===== config.mk =====
export PLATFORM = sky130hd
export DESIGN_NAME = clock_switch_sequencer_flat
export DESIGN_NICKNAME = d
export VERILOG_FILES = /design/src/rtl/clock_switch_sequencer_pkg.sv /design/src/rtl/clock_switch_sequencer_if.sv /design/src/rtl/clock_switch_sequencer_sync2.sv /design/src/rtl/clock_switch_sequencer.sv /design/src/flat_wrapper.sv
export SDC_FILE = /design/constraint.sdc
export NUM_CORES = 1
export LEC_CHECK = 0
export CORE_UTILIZATION = 57
export CTS_CLUSTER_SIZE = 25
export DETAILED_ROUTE_END_ITERATION = 10
export PLACE_DENSITY = 0.93
export SLEW_MARGIN = 20
export SYNTH_ARGS = -nofsm -noshare
export SYNTH_HDL_FRONTEND = slang
export SYNTH_HIERARCHICAL = 1
export SYNTH_SLANG_ARGS = --single-unit

===== constraint.sdc =====
create_clock -name ext_clk -period 3.94 [get_ports ext_clk]
set_input_delay 0.788 -clock ext_clk [delete_from_list [all_inputs] [get_ports ext_clk]]
set_output_delay 0.788 -clock ext_clk [all_outputs]
set_load 0.1 [all_outputs]

===== src/rtl/clock_switch_sequencer_pkg.sv =====
// clk_seq_pkg: shared types and constants for clock_switch_sequencer.
//   state_e          - sequencer FSM states
//   RST_EXT_CLK_SEL  - reset value of the clock-source select (external)
//   RST_SEL/RST_SEL2 - reset values of the core/user divider selects
package clk_seq_pkg;

  typedef enum logic [2:0] {
    ST_IDLE,
    ST_HOLD,
    ST_TO_EXT,
    ST_PROG,
    ST_WAIT_LOCK,
    ST_TO_PLL,
    ST_DONE
  } state_e;

  localparam logic       RST_EXT_CLK_SEL = 1'b1;
  localparam logic [2:0] RST_SEL         = 3'd0;
  localparam logic [2:0] RST_SEL2        = 3'd0;

endpackage


===== src/rtl/clock_switch_sequencer_if.sv =====
// clock_switch_sequencer_if: four-phase configuration request channel.
//   cfg_req         requester -> sequencer  request level
//   cfg_ext_clk_sel requester -> sequencer  target source (1 = external)
//   cfg_sel         requester -> sequencer  target core divider
//   cfg_sel2        requester -> sequencer  target user (90 deg) divider
//   cfg_ack         sequencer -> requester  acknowledge level
//   busy            sequencer -> requester  sequence in progress
interface clock_switch_sequencer_if;
  logic       cfg_req;
  logic       cfg_ext_clk_sel;
  logic [2:0] cfg_sel;
  logic [2:0] cfg_sel2;
  logic       cfg_ack;
  logic       busy;

  modport master (
    output cfg_req, cfg_ext_clk_sel, cfg_sel, cfg_sel2,
    input  cfg_ack, busy
  );

  modport slave (
    input  cfg_req, cfg_ext_clk_sel, cfg_sel, cfg_sel2,
    output cfg_ack, busy
  );
endinterface


===== src/rtl/clock_switch_sequencer_sync2.sv =====
// clk_seq_sync2: two-flop synchronizer with synchronous active-low clear.
//   clk   sampling clock
//   clr_n synchronous clear, active low
//   d     asynchronous input
//   q     synchronized output (2 cycles latency)
module clk_seq_sync2 (
  input  logic clk,
  input  logic clr_n,
  input  logic d,
  output logic q
);
  logic [1:0] sync_q, sync_d;

  always_comb sync_d = {sync_q[0], d};

  always_ff @(posedge clk) begin
    if (!clr_n) sync_q <= '0;
    else        sync_q <= sync_d;
  end

  assign q = sync_q[1];
endmodule


===== src/rtl/clock_switch_sequencer.sv =====
// clock_switch_sequencer: glitch-safe clock reconfiguration sequencer.
// Parks the core on the external clock with reset held, reprograms the
// dividers, waits for PLL lock when the PLL is targeted, switches over and
// releases reset. Runs entirely on the external pad clock.
// Ports:
//   ext_clk     sole clock          resetb      sync reset, active low
//   cfg         request channel (slave modport)
//   pll_lock    async PLL lock      ext_clk_sel clock-source select out
//   sel/sel2    divider selects     hold_reset  clocking-block reset hold
//   lock_err    sticky lock failure flag (cleared on request acceptance)
// Build option: CLK_SEQ_LOCK_TIMEOUT_EN bounds WAIT_LOCK to LOCK_TIMEOUT
// cycles; without it WAIT_LOCK waits indefinitely.
module clock_switch_sequencer
  import clk_seq_pkg::*;
#(
  parameter int unsigned SETTLE_CYCLES = 16,
  parameter int unsigned LOCK_TIMEOUT  = 1024
) (
  input  logic                      ext_clk,
  input  logic                      resetb,
  clock_switch_sequencer_if.slave   cfg,
  input  logic                      pll_lock,
  output logic                      ext_clk_sel,
  output logic [2:0]                sel,
  output logic [2:0]                sel2,
  output logic                      hold_reset,
  output logic                      lock_err
);

  if (SETTLE_CYCLES < 1 || LOCK_TIMEOUT < 1) begin : g_bad_param
    $error("SETTLE_CYCLES and LOCK_TIMEOUT must be >= 1");
  end

`ifdef CLK_SEQ_LOCK_TIMEOUT_EN
  localparam int unsigned CNT_MAX = (SETTLE_CYCLES > LOCK_TIMEOUT) ? SETTLE_CYCLES : LOCK_TIMEOUT;
`else
  localparam int unsigned CNT_MAX = SETTLE_CYCLES;
`endif
  localparam int unsigned CW = $clog2(CNT_MAX + 1);
  localparam logic [CW-1:0] SETTLE_LOAD = CW'(SETTLE_CYCLES - 1);
`ifdef CLK_SEQ_LOCK_TIMEOUT_EN
  localparam logic [CW-1:0] LOCK_LOAD   = CW'(LOCK_TIMEOUT - 1);
`endif

  logic lock_sync;

  clk_seq_sync2 u_lock_sync (
    .clk   (ext_clk),
    .clr_n (resetb),
    .d     (pll_lock),
    .q     (lock_sync)
  );

  state_e        state_q, state_d;
  logic [CW-1:0] cnt_q, cnt_d;
  logic          start_q, start_d;
  logic          tgt_ext_q, tgt_ext_d;
  logic [2:0]    tgt_sel_q, tgt_sel_d;
  logic [2:0]    tgt_sel2_q, tgt_sel2_d;
  logic          ext_clk_sel_q, ext_clk_sel_d;
  logic [2:0]    sel_q, sel_d;
  logic [2:0]    sel2_q, sel2_d;
  logic          hold_reset_q, hold_reset_d;
  logic          ack_q, ack_d;
  logic          busy_q, busy_d;
  logic          lock_err_q, lock_err_d;
  logic          cnt_zero;

  assign cnt_zero = (cnt_q == '0);

  always_comb begin
    state_d       = state_q;
    cnt_d         = cnt_zero ? cnt_q : cnt_q - CW'(1);
    start_d       = start_q;
    tgt_ext_d     = tgt_ext_q;
    tgt_sel_d     = tgt_sel_q;
    tgt_sel2_d    = tgt_sel2_q;
    ext_clk_sel_d = ext_clk_sel_q;
    sel_d         = sel_q;
    sel2_d        = sel2_q;
    hold_reset_d  = hold_reset_q;
    ack_d         = ack_q;
    busy_d        = busy_q;
    lock_err_d    = lock_err_q;

    unique case (state_q)
      ST_IDLE: begin
        // Acceptance edge only latches the target; HOLD is entered one edge
        // later so busy/hold_reset rise together on the following edge.
        if (start_q) begin
          start_d      = 1'b0;
          state_d      = ST_HOLD;
          hold_reset_d = 1'b1;
          busy_d       = 1'b1;
          cnt_d        = SETTLE_LOAD;
        end else if (cfg.cfg_req) begin
          start_d    = 1'b1;
          tgt_ext_d  = cfg.cfg_ext_clk_sel;
          tgt_sel_d  = cfg.cfg_sel;
          tgt_sel2_d = cfg.cfg_sel2;
          lock_err_d = 1'b0;
        end
      end
      ST_HOLD: begin
        if (cnt_zero) begin
          state_d       = ST_TO_EXT;
          ext_clk_sel_d = 1'b1;
          cnt_d         = SETTLE_LOAD;
        end
      end
      ST_TO_EXT: begin
        if (cnt_zero) begin
          state_d = ST_PROG;
          sel_d   = tgt_sel_q;
          sel2_d  = tgt_sel2_q;
          cnt_d   = SETTLE_LOAD;
        end
      end
      ST_PROG: begin
        if (cnt_zero) begin
          if (tgt_ext_q) begin
            state_d      = ST_DONE;
            hold_reset_d = 1'b0;
            ack_d        = 1'b1;
          end else begin
            state_d = ST_WAIT_LOCK;
`ifdef CLK_SEQ_LOCK_TIMEOUT_EN
            cnt_d   = LOCK_LOAD;
`endif
          end
        end
      end
      ST_WAIT_LOCK: begin
        if (lock_sync) begin
          state_d       = ST_TO_PLL;
          ext_clk_sel_d = 1'b0;
          cnt_d         = SETTLE_LOAD;
        end
`ifdef CLK_SEQ_LOCK_TIMEOUT_EN
        else if (cnt_zero) begin
          state_d      = ST_DONE;
          lock_err_d   = 1'b1;
          hold_reset_d = 1'b0;
          ack_d        = 1'b1;
        end
`endif
      end
      ST_TO_PLL: begin
        // Lock loss takes priority over normal settle completion.
        if (!lock_sync) begin
          state_d       = ST_DONE;
          ext_clk_sel_d = 1'b1;
          lock_err_d    = 1'b1;
          hold_reset_d  = 1'b0;
          ack_d         = 1'b1;
        end else if (cnt_zero) begin
          state_d      = ST_DONE;
          hold_reset_d = 1'b0;
          ack_d        = 1'b1;
        end
      end
      ST_DONE: begin
        if (!cfg.cfg_req) begin
          state_d = ST_IDLE;
          ack_d   = 1'b0;
          busy_d  = 1'b0;
        end
      end
      default: state_d = ST_IDLE;
    endcase
  end

  always_ff @(posedge ext_clk) begin
    if (!resetb) begin
      state_q       <= ST_IDLE;
      cnt_q         <= '0;
      start_q       <= 1'b0;
      tgt_ext_q     <= RST_EXT_CLK_SEL;
      tgt_sel_q     <= RST_SEL;
      tgt_sel2_q    <= RST_SEL2;
      ext_clk_sel_q <= RST_EXT_CLK_SEL;
      sel_q         <= RST_SEL;
      sel2_q        <= RST_SEL2;
      hold_reset_q  <= 1'b0;
      ack_q         <= 1'b0;
      busy_q        <= 1'b0;
      lock_err_q    <= 1'b0;
    end else begin
      state_q       <= state_d;
      cnt_q         <= cnt_d;
      start_q       <= start_d;
      tgt_ext_q     <= tgt_ext_d;
      tgt_sel_q     <= tgt_sel_d;
      tgt_sel2_q    <= tgt_sel2_d;
      ext_clk_sel_q <= ext_clk_sel_d;
      sel_q         <= sel_d;
      sel2_q        <= sel2_d;
      hold_reset_q  <= hold_reset_d;
      ack_q         <= ack_d;
      busy_q        <= busy_d;
      lock_err_q    <= lock_err_d;
    end
  end

  assign cfg.cfg_ack  = ack_q;
  assign cfg.busy     = busy_q;
  assign ext_clk_sel  = ext_clk_sel_q;
  assign sel          = sel_q;
  assign sel2         = sel2_q;
  assign hold_reset   = hold_reset_q;
  assign lock_err     = lock_err_q;

endmodule


===== src/flat_wrapper.sv =====
// flat-port wrapper written by rule: the top's interface ports become plain ports
module clock_switch_sequencer_flat import clk_seq_pkg::*;
#(
  parameter int unsigned SETTLE_CYCLES = 16,
  parameter int unsigned LOCK_TIMEOUT  = 1024
)
  (ext_clk, resetb, pll_lock, ext_clk_sel, sel, sel2, hold_reset, lock_err, cfg_cfg_req, cfg_cfg_ext_clk_sel, cfg_cfg_sel, cfg_cfg_sel2, cfg_cfg_ack, cfg_busy);
  clock_switch_sequencer_if cfg_i ();
  input  logic ext_clk;
  input  logic resetb;
  input  logic pll_lock;
  output logic ext_clk_sel;
  output logic [2:0] sel;
  output logic [2:0] sel2;
  output logic hold_reset;
  output logic lock_err;
  input wire logic [$bits(cfg_i.cfg_req)-1:0] cfg_cfg_req;
  input wire logic [$bits(cfg_i.cfg_ext_clk_sel)-1:0] cfg_cfg_ext_clk_sel;
  input wire logic [$bits(cfg_i.cfg_sel)-1:0] cfg_cfg_sel;
  input wire logic [$bits(cfg_i.cfg_sel2)-1:0] cfg_cfg_sel2;
  output wire logic [$bits(cfg_i.cfg_ack)-1:0] cfg_cfg_ack;
  output wire logic [$bits(cfg_i.busy)-1:0] cfg_busy;
  assign cfg_i.cfg_req = cfg_cfg_req;
  assign cfg_i.cfg_ext_clk_sel = cfg_cfg_ext_clk_sel;
  assign cfg_i.cfg_sel = cfg_cfg_sel;
  assign cfg_i.cfg_sel2 = cfg_cfg_sel2;
  assign cfg_cfg_ack = cfg_i.cfg_ack;
  assign cfg_busy = cfg_i.busy;
  clock_switch_sequencer #(.SETTLE_CYCLES(SETTLE_CYCLES), .LOCK_TIMEOUT(LOCK_TIMEOUT)) u_core (.ext_clk(ext_clk), .resetb(resetb), .cfg(cfg_i), .pll_lock(pll_lock), .ext_clk_sel(ext_clk_sel), .sel(sel), .sel2(sel2), .hold_reset(hold_reset), .lock_err(lock_err));
endmodule

==> summary.txt <==
Placement
  – RD Place Congestion: 0.8478
  – Post-place setup slack: 1.628 ns
  – Cells after DPL: 203
  – Post-DP HPWL: 2057 um
  – IO buf count: 21

STA
  – Post-layout worst setup margin: 1.315 ns
  – RSZ-0062 raised after global routing: no
  – Clock Skew: 0.01730 ns
  – Setup_tns: 0 ns
  – Rel. slew slack: 0.3470
  – Slew Limit Fails: 0
  – Max Clock Freq: 0.3810 GHz
  – Final setup fails: 0
  – Worst-margin pin slew: 0.9765 ns
  – Hold Fails Final Rpt: 0
  – Hold slack: 0.4565 ns
  – Fin crit share: 0.6662
  – Final min period: 2.625 ns

Floorplanning
  – Num rows: 17
  – Core Area: 2318 um^2
  – IO Pins: 22
  – Die W: 52.57 um
  – Die area: 2764 um^2
  – Initial core utilization: 0.6287
  – Die height: 52.57 um

Critical path
  – Crit Path Max Fanout: 2
  – Worst EP arrival: 1.84 ns
  – Worst R2R Setup Slack: 1.62 ns
  – WP data required: 3.15 ns
  – Worst-path cell chain: clkdlybuf4s50_1
  – CP peak stage delay: 1.14 ns
  – WP buf/inv: 1
  – Slowest cell on the critical path: clkdlybuf4s50_1
  – Worst r2r src: u_core/cnt_q[0]
  – CP top delay family: buffers and inverters
  – Reg-to-Reg End: u_core/state_q[0]
  – CP endpoint kind: primary output
  – Crit start category: flop
  – Critical path class: flop to primary output
  – Worst R2R Path Depth: 7

Power and ir drop
  – VDD IR-drop max: 0.0008130 V
  – Leakage: 0.0006969 uW
  – PwrDens: 821.2 nW/um^2

Routing
  – Vias per cell: 5.810
  – Antenna viol nets, final: 0
  – # DRC: 0
  – Drt total wl: 3124 um
  – Drt pass-1 iters: 4
  – Via count: 1226
  – WL per Instance: 14.81 um
  – Initial drt markers: 27

Yosys
  – Synth Area per Inst: 8.943 um^2
  – Yosys top cell by area: dfxtp_1
  – Async SR Flop Fraction: 0
  – Synth Warn #: 6
  – Register area share after synthesis: 0.3983
  – Post-synth top flop: dfxtp_1
  – Library cells used by synthesis: 40
  – Synthesis-stage register bit count: 29
  – Synth top cells by count: dfxtp_1, a21oi_1, nor2b_1, nand2_1, mux2i_1
  – Top post-synthesis cells by area: dfxtp_1, mux2i_1, nor2b_1
  – Top cell type's share of synthesized area: 0.3983
  – EDFF count, synth: 0
  – Post-Syn Nets: 175
  – Syn Std Cell Area: 1458 um^2
  – Most numerous cell in the Yosys netlist: dfxtp_1
  – Syn Inst Count: 163

GRT
  – Initial antenna violation count: 0
  – Vias in the first global route: 1186
  – Largest net degree at the start of global routing: 34
  – First-pass GRT wire length: 5064 um
  – Grt total ovfl: 0
  – GRT Total Usage: 0.2626

Finish
  – Final layout net count: 194
  – Fill cells: 161
  – Area growth from synthesis to layout: 18.63%
  – Cell Count, Final, Fillers Out: 211
  – Ant. Diodes: 0
  – Multi-input gate area: 795.8 um^2
  – Share of cells above drive strength 1: 0.09836
  – Storage cell area: 580.6 um^2

Clock network
  – PostCTS Resize Cnt: 0
  – Clk root buf: clkbuf_4
  – Num CTS Buffers: 5
  – Worst skew pair latency: 0.34 ns
  – Clk slew on worst S/H paths: 0.10 ns
  – Hold Buf Count CTS: 0
  – CTS tree: built
  – CTS Sinks: 29
  – H-tree depth: 2
  – Clock Tree Buf Depth: 2
  – Post-CTS setup buffers: 0

Flow run
  – Max-cap violations: 0

Run status
  – Outcome: finished clean

Min path
  – Hold path endpoint: u_core/u_lock_sync/sync_q[1]
  – Worst Hold Depth: 1
  – HP Start: u_core/u_lock_sync/sync_q[0]
  – Hold WC Path Type: flop to flop
## layout make-up
cell class,count,share of cell area
clock inverter,1,0.01737
timing repair buffer,22,0.1259
clock buffer,7,0.03184
tap,28,0.02026
multi-input combinational,120,0.4602
inverter,4,0.008683
sequential,29,0.3357
## logic make-up after synthesis
family / share of synthesized area
AO/OA/AOI/OAI: 0.1348
XOR/XNOR: 0.01803
adder cells (fa/ha/maj): 0.008582
buffers and inverters: 0.05579
flip-flops: 0.3983
multiplexers: 0.08927
AND/OR/NAND/NOR: 0.2953
## how the worst max path moves through the flow
stage | endpoint | cells past startpoint | from | slack (ns)
6_report | sel2[2] | 1 | u_core/sel2[2] | 1.32
4_1_cts | sel2[2] | 1 | u_core/sel2[2] | 1.30
2_1_floorplan | u_core/state_q[1] | 8 | u_core/cnt_q[0] | 2.02
3_5_place_dp | u_core/state_q[1] | 4 | resetb | 1.63
5_1_grt | sel2[2] | 1 | u_core/sel2[2] | 1.25
3_3_place_gp | cfg_busy | 1 | u_core/cfg.busy | 1.70
## cells in the final DEF, fill, tap and decap left out, types with 2 or more instances in the layout
cell type / synthesis / final
clkdlybuf4s50_1: 0 / 21
nand3_1: 3 / 3
nor3_2: 2 / 2
nand2b_1: 4 / 4
nand2_1: 14 / 14
dfxtp_1: 29 / 29
and2_1: 4 / 4
nor3b_1: 3 / 3
mux2i_1: 13 / 13
nor2_1: 7 / 7
nor2b_1: 15 / 15
inv_1: 4 / 4
nor3_1: 6 / 6
clkbuf_4: 0 / 5
or2_2: 2 / 2
o21ai_0: 6 / 6
a21oi_1: 17 / 17
o22ai_1: 3 / 3
xor2_1: 2 / 2
## sequential cells by signal, indices dropped and copies added, names as in the netlist, 2 cells and up
| name | count |
|---|---|
| u_core/state_q | 3 |
| u_core/sel2 | 3 |
| u_core/tgt_sel2_q | 3 |
| u_core/tgt_sel_q | 3 |
| u_core/cnt_q | 5 |
| u_core/u_lock_sync/sync_q | 2 |
| u_core/sel | 3 |
## per-stage QoR
step	utilization	area (um^2)	power, uW
6_report	0.7458	1729	1420
3_5_place_dp	0.7091	1644	1151
3_3_place_gp	0.7091	1644	1124
4_1_cts	0.7458	1729	1420
5_1_grt	0.7458	1729	1512
2_1_floorplan	-	1458	1044
## per-layer routing
layer | up-vias | global-route usage | part of all wire
li1 | 602 | - | -
met1 | 574 | 0.2661 | 0.42
met2 | 41 | 0.4662 | 0.50
met3 | 9 | 0.09855 | 0.062
met4 | 0 | 0.1272 | 0.016
met5 | - | 0 | 0
## power by group
part | internal (uW) | switching, uW | leakage [uW]
registers | 365 | 106 | 0.000238
clock network | 151 | 105 | 0.0000455
logic | 290 | 402 | 0.000414
Power figures use the tool's default switching activity.
